==> src/rtl/i2c_ioexp_pkg.sv <==
// i2c_ioexp_pkg: shared types for the IO-expander word arbiter
package i2c_ioexp_pkg;
   localparam int IOEXP_WIDTH = 16;
   typedef enum logic [1:0] {IDLE, ACK, HOLD} state_t;
endpackage

==> src/rtl/rr_arbiter.sv <==
// rr_arbiter: round-robin grant among N requesters, pointer moves past each winner
module rr_arbiter #(
   parameter int N = 4,
   localparam int IW = (N > 1) ? $clog2(N) : 1
) (
   input  logic          clk,
   input  logic          reset,
   input  logic [N-1:0]  req,
   input  logic          advance,
   output logic [N-1:0]  grant_onehot,
   output logic [IW-1:0] grant_idx
);
   logic [IW-1:0] ptr;
   logic [IW-1:0] idx;
   logic          found;
   // first active requester at or after the pointer, scanning with wrap-around
   always_comb begin
      grant_idx = '0;
      idx = '0;
      found = 1'b0;
      for (int k = 0; k < N; k++) begin
         idx = IW'((int'(ptr) + k) % N);
         if (!found && req[idx]) begin
            grant_idx = idx;
            found = 1'b1;
         end
      end
      grant_onehot = found ? N'(1) << grant_idx : '0;
   end
   // pointer steps to the requester after the winner whenever a grant is taken
   always_ff @(posedge clk)
      if (reset) ptr <= '0;
      else if (advance) ptr <= (grant_idx == IW'(N - 1)) ? '0 : grant_idx + 1'b1;
endmodule

==> src/rtl/i2c_ioexp_arb.sv <==
// i2c_ioexp_arb: merges masked requester writes into the shared IO-expander word with a post-change hold
module i2c_ioexp_arb
   import i2c_ioexp_pkg::*;
#(
   parameter int               NUM_REQ     = 4,
   parameter int               WIDTH       = IOEXP_WIDTH,
   parameter int               HOLD_CYCLES = 65536,
   parameter logic [WIDTH-1:0] RESET_WORD  = '0
) (
   input  logic                     clk,
   input  logic                     reset,
   input  logic [NUM_REQ-1:0]       req,
   input  logic [NUM_REQ*WIDTH-1:0] wr_mask,
   input  logic [NUM_REQ*WIDTH-1:0] wr_data,
   output logic [NUM_REQ-1:0]       ack,
   output logic [WIDTH-1:0]         out,
   output logic                     upd,
   output logic                     busy
);
   localparam int IW = (NUM_REQ > 1) ? $clog2(NUM_REQ) : 1;
   localparam int CW = $clog2(HOLD_CYCLES + 1);

   state_t             state, state_nx;
   logic [CW-1:0]      cnt;
   logic [NUM_REQ-1:0] g_oh;
   logic [IW-1:0]      g_idx;
   logic               advance;
   logic [WIDTH-1:0]   mask_g, data_g, new_word;

   assign advance  = (state == IDLE) && |req;
   assign mask_g   = wr_mask[g_idx*WIDTH +: WIDTH];
   assign data_g   = wr_data[g_idx*WIDTH +: WIDTH];
   assign new_word = (out & ~mask_g) | (data_g & mask_g);
   assign busy     = state != IDLE;

   rr_arbiter #(.N(NUM_REQ)) u_arb (
      .clk          (clk),
      .reset        (reset),
      .req          (req),
      .advance      (advance),
      .grant_onehot (g_oh),
      .grant_idx    (g_idx)
   );

   // state register
   always_ff @(posedge clk) state <= reset ? IDLE : state_nx;

   // ACK lasts one cycle; HOLD follows only when the word actually changed (upd is high in ACK)
   always_comb begin
      state_nx = state;
      case (state)
         IDLE:    if (advance) state_nx = ACK;
         ACK:     state_nx = upd ? HOLD : IDLE;
         HOLD:    if (cnt == '0) state_nx = IDLE;
         default: state_nx = IDLE;
      endcase
   end

   // output word, ack/upd pulses and hold countdown, all registered at the granting edge
   always_ff @(posedge clk) begin
      if (reset) begin
         out <= RESET_WORD;
         ack <= '0;
         upd <= 1'b0;
         cnt <= '0;
      end else begin
         ack <= advance ? g_oh : '0;
         upd <= advance && (new_word != out);
         if (advance) out <= new_word;
         if (state == ACK) cnt <= CW'(HOLD_CYCLES - 1);
         else if (state == HOLD && cnt != '0) cnt <= cnt - 1'b1;
      end
   end
endmodule

==> config.mk <==
export PLATFORM = sky130hd
export DESIGN_NAME = i2c_ioexp_arb
export DESIGN_NICKNAME = d
export VERILOG_FILES = /design/src/rtl/i2c_ioexp_pkg.sv /design/src/rtl/rr_arbiter.sv /design/src/rtl/i2c_ioexp_arb.sv
export SDC_FILE = /design/constraint.sdc
export NUM_CORES = 1
export LEC_CHECK = 0
export ABC_AREA = 1
export CORE_ASPECT_RATIO = 1.75
export CORE_MARGIN = 3
export CORE_UTILIZATION = 51
export DETAILED_ROUTE_END_ITERATION = 6
export PLACE_DENSITY = 0.88
export SETUP_SLACK_MARGIN = 0.2
export SLEW_MARGIN = 40
export SYNTH_ARGS = -nofsm -noshare
export SYNTH_HDL_FRONTEND = slang
export SYNTH_SLANG_ARGS = --single-unit
==> constraint.sdc <==
create_clock -name clk -period 5.06 [get_ports clk]
set_input_delay 1.012 -clock clk [delete_from_list [all_inputs] [get_ports clk]]
set_output_delay 1.012 -clock clk [all_outputs]
set_load 0.05 [all_outputs]
==> Word level (Yosys, flattened, before mapping) <==
Cells that the tools add are included.
{ "word_totals": {"in_bits": 134, "out_inout_bits": 22, "regBits": 42, "wordCells": 72} }
{ "op_classes": {"magnitude_cmp": 4, "eq_ne": 6, "n_mux": 23, "n_shift": 3, "bitwise_logic": 6, "n_reduce_logical": 18, "add_sub_neg": 5} }
{ "ops": {"columns": ["op", "count"], "rows": [
  ["$shiftx 64x7->16", 2],
  ["$and 16x16->16", 2],
  ["$mux 16", 2],
  ["$logic_not 17->1", 1],
  ["$reduce_bool 17->1", 1],
  ["$sub 17x1->17 const B", 1],
  ["$mux 2", 8],
  ["$ne 16x16->1", 1],
  ["$not 16->16", 1],
  ["$or 16x16->16", 1],
  ["$lt 2x3->1 const B", 4],
  ["$bmux 1 s2", 4],
  ["$mux 1", 8],
  ["$logic_and 1x1->1", 6],
  ["$pmux 2 s3", 1],
  ["$add 2x1->2 const B", 2],
  ["$add 2x2->2 const B", 2],
  ["$eq 2x2->1 const B", 2],
  ["$ne 2x2->1 const B", 2],
  ["$reduce_bool 2->1", 2],
  ["$reduce_or 4->1", 1],
  ["$shl 1x2->4 const A", 1],
  ["$logic_not 1->1", 3],
  ["$reduce_or 3->1", 1],
  ["5 further kinds", 6]
]} }

==> Logic depth before layout (Yosys ltp) <==
Gate-level depths: netlist (run 1).
{ "depth": {"depth_word": 18, "mapped_depth": 22, "mapped_depth_nobuf": 20} }

==> Cells and area by module <==
A second synthesis (run 1) with hierarchy kept.
{ "unflattened": {"cells_unflattened": 754, "area_unflattened_um2": 4035.1} }
{ "modules_own_cells": {"columns": ["module", "n_inst", "cells_per_inst", "area_each_um2", "seq_area_each_um2"], "rows": [
  ["i2c_ioexp_arb", 1, 679, 3575.9, 800.8],
  ["rr_arbiter", 1, 75, 459.2, 40.0]
]} }

==> Worst setup path before layout (run 1) <==
OpenSTA, ideal clock, no wires.
{ "synth_path": {"path_kind": "input to register", "start": "input req[3]", "end": "register upd", "stages": 18, "setup_slack_ns": 2.457, "arrival_time_ns": 2.485, "required_ns": 4.943, "setup_time_ns": 0.117, "path_buffers": 2, "path_cell_list": "inv_1 -> nand2_1 -> nand3_1 -> nand2_2 -> nor2_4 -> nand3_1 -> nand3_1 -> nand2_2 -> buf_6 -> buf_8 -> nand3_2 -> nand2_2 -> nand2_1 -> nand2_1 -> a21oi_1 -> nand2_1 -> nor2_1 -> a21oi_1"} }
{ "synth_between": {"elab_chain_len": 18, "word_cells_on_any_way": 31, "cone_classes": "eq/ne: 1; shift: 2; mux: 15; bitwise: 4; reduce/logical: 9"} }
{ "synth_lines": {"columns": ["element", "line_no", "rtl"], "rows": [
  ["from (decl)", "i2c_ioexp_arb.sv:12", "input logic [NUM_REQ-1:0] req,"],
  ["$bmux 1 s2", "rr_arbiter.sv:23", "if (!found && req[idx]) begin"],
  ["$mux 1 (not written as such)", "rr_arbiter.sv:23", null],
  ["$mux 1", "rr_arbiter.sv:23", null],
  ["$logic_not 1->1", "rr_arbiter.sv:23", null],
  ["$logic_and 1x1->1", "rr_arbiter.sv:23", null],
  ["$mux 1", "rr_arbiter.sv:23", null],
  ["$logic_not 1->1", "rr_arbiter.sv:23", null],
  ["$logic_and 1x1->1", "rr_arbiter.sv:23", null],
  ["[2 not listed]", null, null],
  ["$logic_and 1x1->1", "rr_arbiter.sv:23", null],
  ["$mux 2", "rr_arbiter.sv:23", null],
  ["$shiftx 64x7->16", "i2c_ioexp_arb.sv:31", "assign mask_g = wr_mask[g_idx*WIDTH +: WIDTH];"],
  ["$not 16->16", "i2c_ioexp_arb.sv:33", "assign new_word = (out & ~mask_g) | (data_g & mask_g);"],
  ["$and 16x16->16", "i2c_ioexp_arb.sv:33", null],
  ["$or 16x16->16", "i2c_ioexp_arb.sv:33", null],
  ["$ne 16x16->1", "i2c_ioexp_arb.sv:68", "upd <= advance && (new_word != out);"],
  ["$logic_and 1x1->1 *", "i2c_ioexp_arb.sv:68", null],
  ["to (signal assigned)", "i2c_ioexp_arb.sv:68", null],
  ["to (decl)", "i2c_ioexp_arb.sv:17", "output logic upd,"]
]} }
Mark *: on every way between the ends. The rest lies on a longest branch, timed or not. The select of a mux whose other input is x is not followed.
A chain may end at the register's enable or synchronous reset.

==> Worst setup path in the final report (run 1) <==
{ "layout_path": {"start": "input req[1]", "end": "register upd"} }
The elaborated chain is that of the path after synthesis.

==> summary.md, run 1 <==
| Metric | Value |
|---|---|
| Setup CP Type | primary input to flop |
| Max Cap Viol | 0 |
| WP data required | 5240 ps |
| Status | finished clean |
| First-pass GRT wire length | 24200 µm |
| Crit-path cells | clkdlybuf4s50_1, inv_1, nand2_1, nand3_2, nand2_2, inv_2, nand3_2, nand3_4, inv_4, nand2_1, nand3_1, nand2_1, nand3_1, nand2_1, nor2_1, nand2_1, nor2_1, a21oi_1 |
| Worst path most repeated cell | nand2_1 |
| Power per standard cell area | 622 nW/µm² |
| DRT Wirelength | 14700 µm |
| Number of flops mapped to enable cells by yosys | 0 |
| Worst-skew pair later-pin latency | 290 ps |
| Via density | 5.19 |
| Post-synthesis adder-cell area fraction | 0.00270 |
| Main combinational cell family by area after synthesis | simple AND/OR/NAND/NOR gates |
| Horiz. Die Dim | 78.1 µm |
| Synthesis-to-finish area growth | 34.1% |
| Simple-Gate Fraction of Synth Area | 0.484 |
| Critical Path End Type | flop |
| Compound-Gate Fraction of Synth Area | 0.0969 |
| Initial Utilization | 0.528 |
| Slowest CP cell | clkdlybuf4s50_1 |
| Peak Freq | 0.279 GHz |
| Inserted Clock Buffers | 5 |
| Worst Tran Pin Value | 800 ps |
| Critical path buffer and inverter count | 4 |
| CP delay by family, top | simple AND/OR/NAND/NOR gates |
| Final Net Count | 1117 |
| GR Overflow Total | 0 |
| CP arrival | 3760 ps |
| Diodes inserted | 0 |
| H-tree depth | 2 |
| CP max stage delay | 490 ps |
| Wirelength per Cell | 13.4 µm |
| Routed via count | 5711 |
| Layout cells sized above 1 | 0.0549 |
| Setup total negative slack | 0 ps |
| Syn_nets | 990 |
| Minimum clock period | 3580 ps |
| GRT Resource Usage Total | 0.288 |
| Vias in the first global route | 5324 |
| Post-Synthesis Cells | 855 |
| Post-CTS setup buffer count | 0 |
| Remaining DRCs | 0 |
| Mux cell area share after synthesis | 0 |
| Clock buffer depth | 2 |
| # port buffers | 155 |
| Type of the most critical hold path | flop to flop |
| Yosys reg bits | 42 |
| CTS tree | built |
| CTS Hold Bufs | 0 |
| Cell taking the most area after synthesis | nand2_1 |
| CP max FO | 47 |
| Die span in y | 132 µm |
| Area share of xor/xnor cells in the synthesized design | 0.00189 |
| Worst hold slack | 482 ps |
| # rows | 45 |
| R2R Setup Slk | 1980 ps |
| Slew Limit Fails | 0 |
| Slew HR | 0.465 |
| Asr flop ratio synth | 0 |
| Leak Pwr | 3.43 nW |
| Dominant synthesized flop cell | dfxtp_1 |
| Cts repair resizes | 0 |
| Final hold vios | 0 |
| Layout Skew | 4.08 ps |
| Die area | 10300 µm² |
| Worst setup SP type | primary input |
| Num Clock Sinks | 42 |
| Seq/Total Area, Yosys | 0.181 |
| Gpl congestion | 0.910 |
| Unrepaired setup endpoints after global routing | no |
| Reg clk slew, reported paths | 60 ps |
| Initial antenna violation count | 0 |
| IO Pins | 156 |
| Antenna-violating nets left | 0 |
| Peak VDD IR | 0.521 mV |
| Mean Syn Cell Area | 5.42 µm² |
| First drt pass iteration count | 7 |
| Total core area | 8780 µm² |
| Final setup viols | 0 |
| Top post-synthesis cells by area | nand2_1, dfxtp_1, inv_1, nand3_1, nand4_1 |
| Root buf cell | clkbuf_16 |
| Yosys Warn Count | 0 |
| Yosys cell types | 34 |
| Largest net degree at the start of global routing | 48 |
| Starting DRT DRC Count | 364 |
| Fin crit share | 0.708 |
| Synth top area share | 0.215 |
| HPWL after DPL | 11100 µm |
| Mapped Area | 4640 µm² |
[per-layer routing]
layer	GRT usage	routed length, µm	up-vias
met4	0.154	762	0
met3	0.0431	1110	42
li1	-	-	2914
met2	0.510	7290	224
met5	0	0	-
met1	0.325	5580	2531
[through the flow]
step / utilization / power (W) / cells / worst slack [ps] / cell area (µm²)
2_1_floorplan: - / 0.00298 / 855 / 2460 / 4640
3_5_place_dp: 0.689 / 0.00347 / 1092 / 1210 / 6050
5_1_grt: 0.708 / 0.00428 / 1100 / 1110 / 6220
4_1_cts: 0.708 / 0.00386 / 1100 / 1500 / 6220
3_3_place_gp: 0.689 / 0.00344 / 1092 / 1280 / 6050
6_report: 0.708 / 0.00387 / 1100 / 1480 / 6220
[worst min-delay path, stage by stage, from the launching register on]
cell     delay [ps]
dfxtp_1         320
nand2_1          60
a21oi_1          50
[Yosys cell counts (2+ instances only)]
cell        n
nand3_2    13
buf_6      17
nor2_1     41
nand2_1   265
buf_2       3
buf_1       3
nand2_4     2
nor4_1      2
dfxtp_1    42
nor3_1      2
inv_1     187
nand3_1    93
clkbuf_1    9
nand4_1    48
inv_4       2
nand2_2    14
inv_2       4
or2_2       2
buf_4       9
nand3b_1    2
o21ai_0    44
a31oi_1    10
a21oi_1    30
[final timing paths]
check	startpoint	end	cells after the start
min reg2reg	cnt[1]	cnt[1]	2
min	cnt[1]	cnt[1]	2
max	req[1]	upd	18
max reg2reg	u_arb.ptr[0]	upd	19
[sequential cells by signal, summed over array words and instances, names as in the netlist]
| signal | cells |
|---|---|
| ack | 4 |
| cnt | 17 |
| out | 16 |
| state | 2 |
| u_arb.ptr | 2 |
| upd | 1 |
[power by group]
group          switching [W]  leakage, nW  internal, W
Clock               0.000140       0.0771     0.000233
Sequential         0.0000959        0.348     0.000432
Combinational        0.00200         3.01     0.000967
Total                0.00224         3.43      0.00163
[final cells by class]
type / instances / area (µm²)
Clock buffer: 6 / 129
Clock inverter: 2 / 37.5
Fill cell: 793 / 2560
Inverter: 195 / 744
Multi-Input combinational cell: 576 / 2720
Sequential cell: 42 / 841
Tap cell: 117 / 146
Timing Repair Buffer: 162 / 1600
[cell usage in the layout, fill, tap and decap left out]
master           Yosys  routed
a21oi_1             30      30
a31oi_1             10      10
buf_4                9       7
bufinv_16            0       1
clkbuf_1             9       1
clkbuf_16            0       5
clkdlybuf4s50_1      0     155
clkinv_1             1       1
clkinvlp_4           0       1
dfxtp_1             42      42
ha_1                 1       1
inv_1              187     187
inv_2                4       4
inv_4                2       2
inv_8                1       1
nand2_1            265     265
nand2_2             14      14
nand2_4              2       2
nand3_1             93      93
nand3_2             13      13
nand3_4              1       1
nand3b_1             2       2
nand4_1             48      48
nor2_1              41      41
nor2_4               1       1
nor3_1               2       2
nor4_1               2       2
o21ai_0             44      44
o31ai_1              1       1
o41ai_1              1       1
or2_1                1       1
or2_2                2       2
or3_1                1       1
xor2_1               1       1
[cell families after synthesis]
family | after synthesis
simple gates | 488
buf+inv | 237
compound gates | 86
flops | 42
xor+xnor | 1
fa+ha+maj | 1
No activity file was read; power rests on OpenSTA's default activity.
==> run 2, diff against run 1 <==
--- a/config.mk
+++ b/config.mk
@@ -8,9 +8,9 @@
 export ABC_AREA = 1
 export CORE_ASPECT_RATIO = 1.75
 export CORE_MARGIN = 3
-export CORE_UTILIZATION = 51
+export CORE_UTILIZATION = 43
 export DETAILED_ROUTE_END_ITERATION = 6
-export PLACE_DENSITY = 0.88
+export PLACE_DENSITY = 0.79
 export SETUP_SLACK_MARGIN = 0.2
 export SLEW_MARGIN = 40
 export SYNTH_ARGS = -nofsm -noshare
==> constraint.sdc (replaced) <==
create_clock -name clk -period 3.1 [get_ports clk]
set_input_delay 0.62 -clock clk [delete_from_list [all_inputs] [get_ports clk]]
set_output_delay 0.62 -clock clk [all_outputs]
set_load 0.05 [all_outputs]
==> summary.md, run 2 (synthesis gave the netlist of run 1 again) <==
| Metric | Value |
|---|---|
| Status | finished clean |
| Fin crit share | 0.894 |
| Unrepaired setup endpoints after global routing | no |
| Routed via count | 5801 (+1.6%) |
| Slew HR | 0.588 (+0.123) |
| GR Overflow Total | 0 (unchanged) |
| Total power | 0.00716 W (+85%) |
| CP max FO | 7 (-85%) |
| Top reg by flops | cnt |
| Worst-skew pair later-pin latency | 290 ps (about the same) |
| Total core area | 10400 µm² (+19%) |
| Root buf cell | clkbuf_16 |
| Minimum clock period | 2770 ps |
| Critical Path End Type | flop |
| H-tree depth | 2 (unchanged) |
| CP arrival | 2950 ps (-810 ps) |
| Initial Utilization | 0.445 (-0.0830) |
| DRT Wirelength | 16300 µm (+10%) |
| CTS Hold Bufs | 0 (unchanged) |
| Reg clk slew, reported paths | 70 ps (about the same) |
| Power per standard cell area | 1070 nW/µm² (+72%) |
| Die span in y | 143 µm (+8.5%) |
| Layout cells sized above 1 | 0.0937 (+0.0388) |
| IO Pins | 156 (unchanged) |
| Num Clock Sinks | 42 (unchanged) |
| Max Cap Viol | 0 (unchanged) |
| WP data required | 3280 ps (-1960 ps) |
| Worst hold endpoint | cnt[11] |
| Vias in the first global route | 5255 (-1.3%) |
| Starting DRT DRC Count | 277 (-24%) |
| HPWL after DPL | 12100 µm (+8.5%) |
| GRT Resource Usage Total | 0.242 (-0.0456) |
| Fill cells | 992 (+25%) |
| # rows | 49 (+8.9%) |
| Die area | 12100 µm² (+17%) |
| Biggest regs | cnt x17, out x16, ack x4 |
| First drt pass iteration count | 5 (-2) |
| Fin util | 0.640 (-0.0680) |
| Reg2Reg Launch Point | u_arb.ptr[0] |
| Initial antenna violation count | 0 (unchanged) |
| Worst hold stages | 2 (unchanged) |
| Synthesis-to-finish area growth | 43.9% |
| Final setup viols | 0 (unchanged) |
| Via density | 5.08 (-2.1%) |
| Slew Limit Fails | 0 (unchanged) |
| First-pass GRT wire length | 23900 µm (-1.0%) |
| Max FFs per register | 17 (unchanged) |
| Antenna-violating nets left | 0 (unchanged) |
| Inserted Clock Buffers | 5 (unchanged) |
| Most common cell after layout, fill and taps aside | nand2_1 |
| Most frequent cells in the layout | nand2_1, inv_1, clkdlybuf4s50_1 |
| Setup total negative slack | 0 ps (unchanged) |
| Worst Tran Pin Value | 617 ps (-183 ps) |
| Leak Pwr | 3.68 nW (+7.2%) |
| R2R Setup Slk | 370 ps (-1610 ps) |
| Gpl congestion | 0.890 (-2.2%) |
| # port buffers | 155 (unchanged) |
| Reg2Reg Depth | 20 (+1) |
| Horiz. Die Dim | 84.5 µm (+8.2%) |
| Type of the most critical hold path | flop to flop |
| Layout Skew | 7.45 ps (+3.36 ps) |
| Setup CP Type | primary input to flop |
| Worst setup SP type | primary input |
| CTS tree | built |
| Hold wc startpoint | cnt[11] |
| Largest net degree at the start of global routing | 48 (unchanged) |
| Clock buffer depth | 2 (unchanged) |
| Wirelength per Cell | 14.3 µm (+6.3%) |
| R2r endpoint | upd |
| Peak Freq | 0.361 GHz |
| Remaining DRCs | 0 (unchanged) |
| Final hold vios | 0 (unchanged) |
| Final Net Count | 1149 (+2.9%) |
| Peak VDD IR | 0.847 mV (+63%) |
| Diodes inserted | 0 (unchanged) |
[run 2: changes by cell type in the layout (fill, tap and decap cells not counted), sizes merged]
| cell | change |
|---|---|
| buf | +25 |
| clkbuf | +5 |
| clkdlybuf4s50 | -3 |
| dlymetal6s2s | +3 |
| nand3 | +2 |
| bufinv | -1 |
| clkinv | +1 |
| clkinvlp | -1 |
[run 2: repair_timing]
| item | CTS | global route |
|---|---|---|
| gates resized for setup | 0 | 34 |
| endpoints found under the hold margin | 0 | 0 |
| setup buffers | 0 | 4 |
| endpoints found under the setup margin | 0 | 2 |
[run 2: final cells by class]
cell class                 count  area (µm²)  share of cell area
multi-input combinational    578        2780               0.417
timing repair buffer         191        2000               0.300
sequential                    42         841               0.126
inverter                     195         747               0.112
tap                          127         159              0.0238
clock buffer                   7         133              0.0199
timing repair inverter         1        6.26            0.000938
[run 2: worst max path at each step]
stage / startpoint / end / depth (start not counted)
after global routing: req[0] / upd / 19
final: req[0] / upd / 19
after floorplan: req[3] / upd / 18
after CTS: req[3] / upd / 18
after global placement: req[1] / upd / 18
after detailed placement: req[3] / upd / 18
[run 2: per-stage QoR]
stage	instance area [µm²]	hold slack (ps)	setup WS (ps)	instances
CTS	6400	482	347	1129
global route	6670	500	124	1141
global placement	6260	473	59.9	1122
detailed placement	6260	473	39.8	1122
finish	6670	477	329	1141
floorplan	4640	452	889	855
[run 2: metal layers]
| layer | GRT usage | routed length [µm] | vias to the layer above |
|---|---|---|---|
| met5 | 0 | 0 | - |
| met4 | 0.117 | 690 | 0 |
| met3 | 0.0304 | 953 | 46 |
| met2 | 0.452 | 8310 | 216 |
| met1 | 0.267 | 6310 | 2557 |
| li1 | - | - | 2982 |
[run 2: critical path: stages]
cell and delay [ps]:
clkdlybuf4s50_1 470, inv_1 70, nand2_1 100, nand3_1 90
nand2_1 110, nand2_2 90, nand3_4 190, nand3_4 200
buf_12 210, nand2_1 80, nand2_1 70, nand2_2 70
nand2_1 80, nand3_1 100, nand2_1 60, nor2_1 100
nand2_1 70, nor2_1 100, a21oi_1 70
[run 2: power by group]
part / internal, W / total, W / leakage (nW) / switching [W]
Clock: 0.000295 / 0.000517 / 0.0640 / 0.000222
Sequential: 0.000705 / 0.000859 / 0.348 / 0.000153
Combinational: 0.00223 / 0.00578 / 3.27 / 0.00356
Total: 0.00323 / 0.00716 / 3.68 / 0.00393
